===== src/rtl/fifo_unpacker.sv =====
// Read-side adapter for a show-ahead FIFO. Each wide word is split into
// IN_WIDTH/OUT_WIDTH narrow beats on a valid/ready stream, least-significant slice first.
module fifo_unpacker #(
    parameter int IN_WIDTH  = 32,
    parameter int OUT_WIDTH = 8
) (
    input  logic                 clk_i,
    input  logic                 rst_ni,
    input  logic                 fifo_empty_i,
    input  logic [IN_WIDTH-1:0]  fifo_data_i,
    output logic                 fifo_rd_en_o,
    output logic                 out_valid_o,
    input  logic                 out_ready_i,
    output logic [OUT_WIDTH-1:0] out_data_o,
    output logic                 out_last_o,
    output logic                 busy_o
);

    localparam int RATIO = IN_WIDTH / OUT_WIDTH;
    localparam int CNT_W = (RATIO > 1) ? $clog2(RATIO) : 1;
    localparam logic [CNT_W-1:0] LAST_CNT = CNT_W'(RATIO - 1);

    generate
        if ((IN_WIDTH % OUT_WIDTH) != 0 || RATIO < 1) begin : g_bad_ratio
            $error("fifo_unpacker: IN_WIDTH must be an integer multiple of OUT_WIDTH");
        end
    endgenerate

    logic [IN_WIDTH-1:0] sreg;
    logic [CNT_W-1:0]    cnt;
    logic                valid_q;
    logic                accept;
    logic                last;
    logic                load;

    assign accept = valid_q && out_ready_i;
    assign last   = (cnt == LAST_CNT);

    // Reset gates the pop so the FIFO head never advances while the block is held in reset.
    assign load = rst_ni && !fifo_empty_i && (!valid_q || (accept && last));

    assign fifo_rd_en_o = load;
    assign out_data_o   = sreg[OUT_WIDTH-1:0];
    assign out_valid_o  = valid_q;
    assign out_last_o   = valid_q && last;
    assign busy_o       = valid_q;

    always_ff @(posedge clk_i or negedge rst_ni) begin
        if (!rst_ni) begin
            sreg    <= '0;
            cnt     <= '0;
            valid_q <= 1'b0;
        end else if (load) begin
            sreg    <= fifo_data_i;
            cnt     <= '0;
            valid_q <= 1'b1;
        end else if (accept && !last) begin
            sreg <= sreg >> OUT_WIDTH;
            cnt  <= cnt + CNT_W'(1);
        end else if (accept) begin
            // Final beat taken with nothing waiting upstream: go idle.
            valid_q <= 1'b0;
            cnt     <= '0;
        end
    end

endmodule


===== config.mk =====
export PLATFORM = sky130hd
export DESIGN_NAME = fifo_unpacker
export DESIGN_NICKNAME = d
export VERILOG_FILES = /design/src/rtl/fifo_unpacker.sv
export SDC_FILE = /design/constraint.sdc
export NUM_CORES = 1
export LEC_CHECK = 0
export ABC_AREA = 1
export BUFFER_PORTS_ARGS = -buffer_cell sky130_fd_sc_hd__buf_4
export CAP_MARGIN = 10
export CORE_ASPECT_RATIO = 0.5
export CORE_MARGIN = 2
export CORE_UTILIZATION = 40
export DETAILED_ROUTE_END_ITERATION = 8
export PLACE_DENSITY_LB_ADDON = 0.25
export SLEW_MARGIN = 0
export SYNTH_ARGS = -nofsm -noshare
export SYNTH_HDL_FRONTEND = slang
export SYNTH_SLANG_ARGS = --single-unit

===== constraint.sdc =====
create_clock -name clk_i -period 1.4 [get_ports clk_i]
set_input_delay 0.14 -clock clk_i [delete_from_list [all_inputs] [get_ports clk_i]]
set_output_delay 0.14 -clock clk_i [all_outputs]
set_load 0.02 [all_outputs]

### Word-level counts from Yosys, hierarchy flattened

Index checks and enable logic that the tools add are counted.

| word-level totals | value |
|---|---|
| register bits after elaboration | 35 |
| latch bits | 0 |
| memory bits (writable) | 0 |
| memory bits (read-only) | 0 |
| bits of input ports | 36 |
| output and inout bits | 12 |
| word-level logic and storage cells | 28 |
| memories kept | 0 |

| operators by class | value |
|---|---|
| add/subtract/negate cells | 1 |
| $mul | 0 |
| div/mod/pow operators | 0 |
| magnitude comparators | 0 |
| equal/unequal tests | 2 |
| shift-type cells | 0 |
| mux-type cells | 8 |
| bitwise operators | 0 |
| reduce and logical (&&, ||, !) cells | 14 |

Operator list:

| operator | count |
|---|---|
| 2-to-1 mux 32 bit | 2 |
| logical AND 1 bit | 6 |
| 2-to-1 mux 2 bit | 3 |
| nonzero test 2 bit | 2 |
| logical NOT 1 bit | 3 |
| 2-to-1 mux 1 bit | 3 |
| nonzero test 3 bit | 1 |
| adder 2 x 1 -> 2 bit, second input constant | 1 |
| equality test 2 bit, second input constant | 1 |
| inequality test 2 bit, second input constant | 1 |
| AND reduction 2 bit | 1 |
| logical OR 1 bit | 1 |

### Depth between registers and ports, before layout

Gate-level depths: netlist of run 1.

| logic depth | value |
|---|---|
| depth in word-level cells | 6 |
| depth in mapped cells | 8 |

### Worst setup path before layout of run 1

OpenSTA, ideal clock, no wires.

| timing | value |
|---|---|
| path type | reg-to-reg |
| start | register cnt[0] |
| end | register sreg[24] |
| library setup time | 117 ps |
| data arrival time | 1253 ps |
| data required time | 1283 ps |
| slack | 29 ps |
| stages on the path, launching flop included | 9 |
| path buffers | 1 |
| path through | dfrtp_1 -> ha_1 -> nand2_1 -> nand2_2 -> nand2_1 -> buf_4 -> inv_2 -> nand2_1 -> nand2_1 |

| on the way | value |
|---|---|
| word-level cells in the longest chain between the ends | 5 |
| elaborated cells between the ends (all ways) | 8 |
| those cells by class | 1 x eq/ne; 1 x mux; 6 x reduce/logical |

RTL lines:

| item | line | RTL |
|---|---|---|
| start: declaration | 30 | `logic [CNT_W-1:0] cnt;` |
| start signal: assignment | 59 | `cnt <= cnt + CNT_W'(1);` |
| equality test 2 bit (*) | 37 | `assign last = (cnt == LAST_CNT);` |
| logical AND 1 bit (*) | 40 | `assign load = rst_ni && !fifo_empty_i && (!valid_q \|\| (accept && last));` |
| logical OR 1 bit (*) | 40 |  |
| logical AND 1 bit (*) | 40 |  |
| net fifo_rd_en_o | 11 | `output logic fifo_rd_en_o,` |
| 2-to-1 mux 32 bit / nonzero test 2 bit (equally long branches) | - |  |
| end signal: assignment | 54 | `sreg <= fifo_data_i;` |
| end signal: assignment | 58 | `sreg <= sreg >> OUT_WIDTH;` |
| end: declaration | 29 | `logic [IN_WIDTH-1:0] sreg;` |

Mark *: on every way through the listed nets, which the timed path passes. The rest lies on a longest branch.
A chain may end at the register's enable or synchronous reset.

### Worst setup path after layout of run 1

| timing | value |
|---|---|
| start | register cnt[0] |
| end | output port fifo_rd_en_o |

| on the way | value |
|---|---|
| word-level cells in the longest chain between the ends | 4 |

RTL lines:

| item | line |
|---|---|
| equality test 2 bit | 37 |
| logical AND 1 bit | 40 |
| logical OR 1 bit | 40 |
| logical AND 1 bit | 40 |
| end: declaration | 11 |

No other way between the ends.

==> summary.md, run 1 <==
## STA
- 0 — Final Hold Viols
- 5 — final setup violation count
- 102% — Final period util
- 4.85 ps — worst-case clock skew
- -43.6 ps — setup TNS
- 0.697 GHz — maximum clock rate
- 1430 ps — crit path time final
- true — RSZ-0062 raised after global routing
- 0 — number of max-slew violations in the final report
- -34.9 ps — setup slack after layout
- 69.3% — Max-Slew Margin vs Limit
- 461 ps — slew at the pin closest to its max-slew limit

## Final layout
- 35.0% — layout overhead on the synthesized area
- 339 — fin nets
- 410 — number of filler instances in the final layout
- 0 — number of diodes
- 31.4% — fraction of layout cells with a size suffix above 1
- 56.9% — utilization after layout

## Clocking
- 5 — TritonCTS Buffers
- 2 — Longest Clk Path Bufs
- 290 ps — Clk Latency, worst-skew pair
- 70 ps — clock slew at reported path FFs
- 2 — number of levels the H-tree was split into
- clkbuf_8 — clock tree root driver cell
- 35 — clock sink count
- yes — clock tree from TritonCTS

## Critical path
- nand2_2 — cell mode on critical path
- cnt[0] — Worst Setup SP
- fifo_rd_en_o — end point of the critical path
- 4 — highest fanout seen on the critical path
- 0 ps — register-to-register setup slack
- 1260 ps — Req. time, crit path
- dfrtp_1 — crit path max-delay cell type
- 6 — logic depth of the worst setup path including buffers
- sreg[21] — critical register-to-register path endpoint
- cnt[0] — critical register-to-register path startpoint
- flop to output port — classification of the worst setup path
- 8 — number of cells on the worst reg-to-reg path
- 2 — worst path bufs/invs
- flip-flops — category of cells accounting for the largest share of critical-path delay
- ha_2, nand2_2, nand2_2, nand2_4, inv_6, buf_6 — worst-path cell chain
- 400 ps — largest incremental delay on the critical path
- output port — crit path capture type
- flop — Critical Path Start Type
- 1290 ps — arrival time of data at the critical path endpoint

## Drt
- 4.84 — number of vias per cell after detailed routing
- 0 — Detail Route Antenna Nets
- 4 — DRT Pass-1 Iters
- 0 — residual DRC count
- 12.9 um — drt wl/cell
- 108 — drt first-iter violations
- 1744 — vias after detailed routing
- 4640 um — wirelength, routed

## Synthesis
- dfrtp_1 (47%), nand2_1 (22%), nand3_1 (12%) — top cells by area in the synthesized netlist
- 0.00187 sq mm — cell area after synthesis
- 246 — cell count after synthesis
- 14 — number of unique standard cell types used by synthesis
- 0 — count of yosys warnings during synthesis
- 35 — Seq cells post-synth
- dfrtp_1 — top cell type by total area after synthesis
- 46.8% — sequential share of the synthesized area
- 46.8% — proportion of netlist area held by the largest area contributor
- 283 — net count after synthesis
- 7.61 sq um — average size of a mapped cell

## Floorplanning
- 48 — I/O pins
- 101 um — overall die width
- 52.4 um — DIE HEIGHT
- 17 — total number of placement rows
- 0.00528 sq mm — die area
- 42.1% — Initial Utilization
- 0.00445 sq mm — area inside the core boundary

## Place
- 47 — number of buffers added on ports
- 0.794 — global placement routability congestion
- 2850 um — Detail Placement HPWL

## Pwr
- 1780 mW/mm^2 — total power per unit cell area
- 37.5% — sequential power share
- 0.540 mV — worst vdd rail ir drop
- 1.42 nW — leakage power summed over all cells
- 2.72 mW — internal power component
- 15.9% — clock network fraction of design power
- 46.6% — portion of total power attributed to combinational logic
- 39.5% — switching part of the total
- 4.49 mW — total power after layout
- 1.77 mW — Sw Pwr

## Status
- negative setup slack — failing checks
- complete, but fails checks — run status

## Worst hold path
- input port to flop — worst min-delay path class

## Global route
- 36 — pin count of the biggest net entering global routing
- 1654 — vias in the first global route
- 0 — initial antenna violation count
- 7510 um — wire length of the first global-routing pass
- 18.7% — Overall Global Routing Usage
- 0 — total congestion overflow after global routing

## Run
- 0 — number of maximum-capacitance violations

worst reg2reg max path, cell delays in order (launching register included):
cell and delay, ps:
dfrtp_1 400, ha_2 210, buf_4 150, nor2_4 180
buf_6 170, nand2_1 60, nand2_1 80, inv_1 50
nand2_1 40
layer usage:
metal,vias to the layer above,GRT usage (%),part of all wire [%]
met5,-,0,0
met4,0,6.62,1.2
met3,8,4.93,6.3
met2,54,29.7,44
met1,797,25.1,48
li1,885,-,-
flip-flops by register name, summed over array words and instances, names as in the netlist:
register and cells:
cnt 2, sreg 32, busy_o 1
how the worst min path moves through the flow:
stage	from	endpoint	slack (ps)	cells after the start
2_1_floorplan	rst_ni	busy_o	-160	0
3_3_place_gp	rst_ni	sreg[1]	210	2
3_5_place_dp	rst_ni	sreg[1]	220	2
4_1_cts	fifo_data_i[31]	sreg[31]	50	3
5_1_grt	fifo_data_i[31]	sreg[31]	50	3
6_report	fifo_data_i[28]	sreg[28]	50	3
cells in the mapped netlist, drive strengths merged:
| cell type | count |
|---|---|
| buf | 23 |
| nand3 | 45 |
| nand2 | 110 |
| nand3b | 13 |
| nor2 | 2 |
| o21ai | 1 |
| inv | 16 |
| dfrtp | 35 |
| ha | 1 |
layout by cell type (no fill, tap or decap), types with 2 or more instances in the layout:
cell	instances
inv_1	14
buf_6	5
dfrtp_1	35
clkbuf_1	2
nand2_2	12
inv_6	2
nand2_1	97
buf_4	62
nand3_1	45
nand3b_1	13
clkbuf_8	5
area by class of cell:
cell class	count	area, sq um	share of cell area [%]
multi-input cells	172	811	32.1
repair buffers	72	619	24.5
inverters	16	70.1	2.77
clock inverters	1	5.00	0.198
clock buffers	7	76.3	3.02
flip-flops and latches	35	876	34.6
well taps	57	71.3	2.82
power by group through the flow:
| stage | registers, mW | logic (mW) | clock network [mW] |
|---|---|---|---|
| after CTS | 1.68 | 1.93 | 0.720 |
| after global routing | 1.73 | 2.32 | 0.762 |
| after global placement | 1.68 | 1.79 | 0 |
| after detailed placement | 1.69 | 1.84 | 0 |
| after floorplan | 1.66 | 1.38 | 0 |
| final | 1.69 | 2.09 | 0.714 |
timing repair:
action                                  in CTS  in global routing
hold buffers                                 1                  0
setup buffers                                2                  6
cloned                                       1                  2
endpoints found under the hold margin       35                  0
pin swaps                                    1                  3
resized for setup                            7                 18
endpoints found under the setup margin      35                 29
stage by stage:
step	hold slack, ps	instances	setup WS, ps	cell area [sq um]
5_1_grt	50.2	360	-95.2	2530
6_report	50.6	360	-34.9	2530
3_3_place_gp	211	340	-8.60	2240
2_1_floorplan	-156	246	29.4	1870
4_1_cts	49.9	352	-27.5	2400
3_5_place_dp	220	340	-69.6	2240
cell families (layout without fill, tap and decap cells):
group,after synthesis,after routing,synth area share [%]
DFF,35,35,46.8
and+or+nand+nor,170,170,40.3
AOI/OAI and AO/OA,1,1,0.267
buffers and inverters,39,96,12.0
adders and majority gates,1,1,0.668
No activity file was read; power rests on OpenSTA's default activity.
==> run 2, diff against run 1 <==
--- a/config.mk
+++ b/config.mk
@@ -10,7 +10,7 @@
 export CAP_MARGIN = 10
 export CORE_ASPECT_RATIO = 0.5
 export CORE_MARGIN = 2
-export CORE_UTILIZATION = 40
+export CORE_UTILIZATION = 43
 export DETAILED_ROUTE_END_ITERATION = 8
 export PLACE_DENSITY_LB_ADDON = 0.25
 export SLEW_MARGIN = 0
==> run 2 against run 1 <==
Effect of this change:
- the run still ends with negative setup slack left
- critical path type unchanged
- register-to-register slack is essentially flat
- clock power shrank 2%
- fmax grew 1.9%
- routed wire length shrank 5.6%
- die area shrank 6.6%
- final cell count shrank 1.4%
- largest power group unchanged
==> summary.md, run 2 (synthesized netlist as in run 1, its figures left out) <==
## Critical path
- flop — Critical Path Start Type
- 10 ps — register-to-register setup slack, about the same
- sreg[2] — critical register-to-register path endpoint
- 4 — highest fanout seen on the critical path, unchanged
- flop to output port — classification of the worst setup path
- output port — crit path capture type
- 1260 ps — Req. time, crit path, about the same
- nand2_4 — cell mode on critical path
- ha_2, nand2_2, nand2_4, nand2_4, inv_6, buf_6 — worst-path cell chain
- dfrtp_1 — crit path max-delay cell type
- cnt[1] — critical register-to-register path startpoint
- 1270 ps — arrival time of data at the critical path endpoint, -20 ps
- 9 — number of cells on the worst reg-to-reg path, +1
- 390 ps — largest incremental delay on the critical path, about the same

## Drt
- 12.3 um — drt wl/cell, -4.3%
- 0 — Detail Route Antenna Nets, unchanged
- 4.82 — number of vias per cell after detailed routing, -0.57%
- 1710 — vias after detailed routing, -1.9%
- 0 — residual DRC count, unchanged
- 4 — DRT Pass-1 Iters, unchanged
- 4380 um — wirelength, routed, -5.6%
- 82 — drt first-iter violations, -24%

## Final layout
- 27.6% — fraction of layout cells with a size suffix above 1, -3.8 points
- nand2_1 — most common cell after layout, fill and taps aside
- 32.0% — layout overhead on the synthesized area
- 381 — number of filler instances in the final layout, -7.1%
- 876 sq um — Storage cell area, unchanged
- 0 — number of diodes, unchanged
- 0.00247 sq mm — post-route design area, -2.2%
- 32 — number of flip-flops under the largest register name, unchanged
- 791 sq um — area taken by multi-input logic gates, -2.5%
- sreg — register with the most flip-flops
- 355 — final cell count without fillers, -1.4%
- nand2_1 (107), buf_4 (63), nand3_1 (45), dfrtp_1 (35), inv_1 (14) — leading cell types in the layout, fill and taps excluded
- 337 — fin nets, -0.59%

## Clocking
- 35 — clock sink count, unchanged
- 5 — TritonCTS Buffers, unchanged
- 2 — number of levels the H-tree was split into, unchanged
- 60 ps — clock slew at reported path FFs, about the same
- yes — clock tree from TritonCTS
- 280 ps — Clk Latency, worst-skew pair, about the same
- 2 — Longest Clk Path Bufs, unchanged
- clkbuf_8 — clock tree root driver cell

## STA
- 0 — number of max-slew violations in the final report, unchanged
- 101% — Final period util, -1.9 points
- 0.710 GHz — maximum clock rate, +1.9%
- 0 — Final Hold Viols, unchanged
- 1 — final setup violation count, -4
- 1410 ps — crit path time final, -26.2 ps
- 6.12 ps — worst-case clock skew, +1.27 ps
- true — RSZ-0062 raised after global routing
- -8.72 ps — setup slack after layout, +26.2 ps
- 444 ps — slew at the pin closest to its max-slew limit, -16.7 ps
- 70.4% — Max-Slew Margin vs Limit, +1.1 points

## Worst hold path
- input port to flop — worst min-delay path class
- fifo_data_i[28] — worst hold path startpoint
- sreg[28] — hold endpoint
- 3 — number of cells traversed by the worst hold path, unchanged

## Global route
- 1559 — vias in the first global route, -5.7%
- 7220 um — wire length of the first global-routing pass, -3.9%
- 0 — initial antenna violation count, unchanged
- 36 — pin count of the biggest net entering global routing, unchanged
- 18.3% — Overall Global Routing Usage, -0.47 points
- 0 — total congestion overflow after global routing, unchanged

## Place
- 0.00224 sq mm — Area after DPL, -0.17%
- 47 — number of buffers added on ports, unchanged
- -66.5 ps — dpl ws, +3.06 ps
- 337 — number of cells in the design after placement, -0.88%
- 0.738 — global placement routability congestion, -7.1%
- 2750 um — Detail Placement HPWL, -3.4%

## Floorplanning
- 48 — I/O pins, unchanged
- 97.3 um — overall die width, -3.4%
- 50.7 um — DIE HEIGHT, -3.3%
- 16 — total number of placement rows, -1
- 0.00404 sq mm — area inside the core boundary, -9.0%
- 46.3% — Initial Utilization, +4.2 points
- 0.00493 sq mm — die area, -6.6%

## Pwr
- 1.41 nW — leakage power summed over all cells, -0.93%
- 1770 mW/mm^2 — total power per unit cell area, -0.61%
- 0.596 mV — worst vdd rail ir drop, +10%

## Run
- 0 — number of maximum-capacitance violations, unchanged

## Status
- negative setup slack — failing checks
- complete, but fails checks — run status

run 2: worst max path at each step:
stage                       from            to  slack (ps)  depth (start not counted)
after floorplan           cnt[0]      sreg[24]          30                          8
after global placement    cnt[0]      sreg[30]          -9                          6
after CTS                 cnt[0]  fifo_rd_en_o         -50                          6
after detailed placement  cnt[0]      sreg[18]         -70                          6
final                     cnt[1]  fifo_rd_en_o          -9                          6
after global routing      cnt[1]  fifo_rd_en_o         -80                          6
run 2: layer usage:
metal	share of wire [%]	GRT usage, %	routed length [um]	vias to the layer above
li1	-	-	-	875
met1	47	25.4	2080	762
met2	44	28.5	1910	68
met3	8.1	5.71	354	5
met4	0.73	3.70	32	0
met5	0	0	0	-
run 2: repair_timing:
action / CTS / global route
cloned: 1 / 1
endpoints found under the setup margin: 34 / 29
pin swaps: 0 / 2
buffers inserted: 2 / 5
hold endpoints to repair: 35 / 0
hold buffers: 1 / 0
gates resized for setup: 6 / 6
run 2: power breakdown:
part / internal (mW) / total, mW / switching, mW
Combinational: 0.872 / 1.99 / 1.11
Clock: 0.349 / 0.697 / 0.348
Sequential: 1.44 / 1.68 / 0.239
run 2: critical path: cells and delay by family (launching register included):
family | cells | cell delay [ps]
flops | 1 | 390
simple gates | 3 | 230
fa+ha+maj | 1 | 210
buf+inv | 2 | 160
run 2: area by class of cell:
cell class / count / share of cell area [%]
tap: 54 / 2.73
clock buffer: 7 / 3.09
sequential: 35 / 35.4
timing repair buffer: 70 / 23.8
inverter: 16 / 2.73
multi-input combinational: 172 / 32.0
clock inverter: 1 / 0.202
run 2: metrics by stage:
stage / power (mW) / hold slack (ps) / setup TNS, ps / utilization, %
final: 4.36 / 54.9 / -8.72 / 61.1
after global routing: 4.72 / 61.3 / -1150 / 61.1
after CTS: 4.31 / 54.9 / -64.7 / 59.1
after detailed placement: 3.52 / 217 / -1310 / 55.4
after global placement: 3.47 / 212 / -57.7 / 55.4
after floorplan: 3.04 / -156 / 0 / -
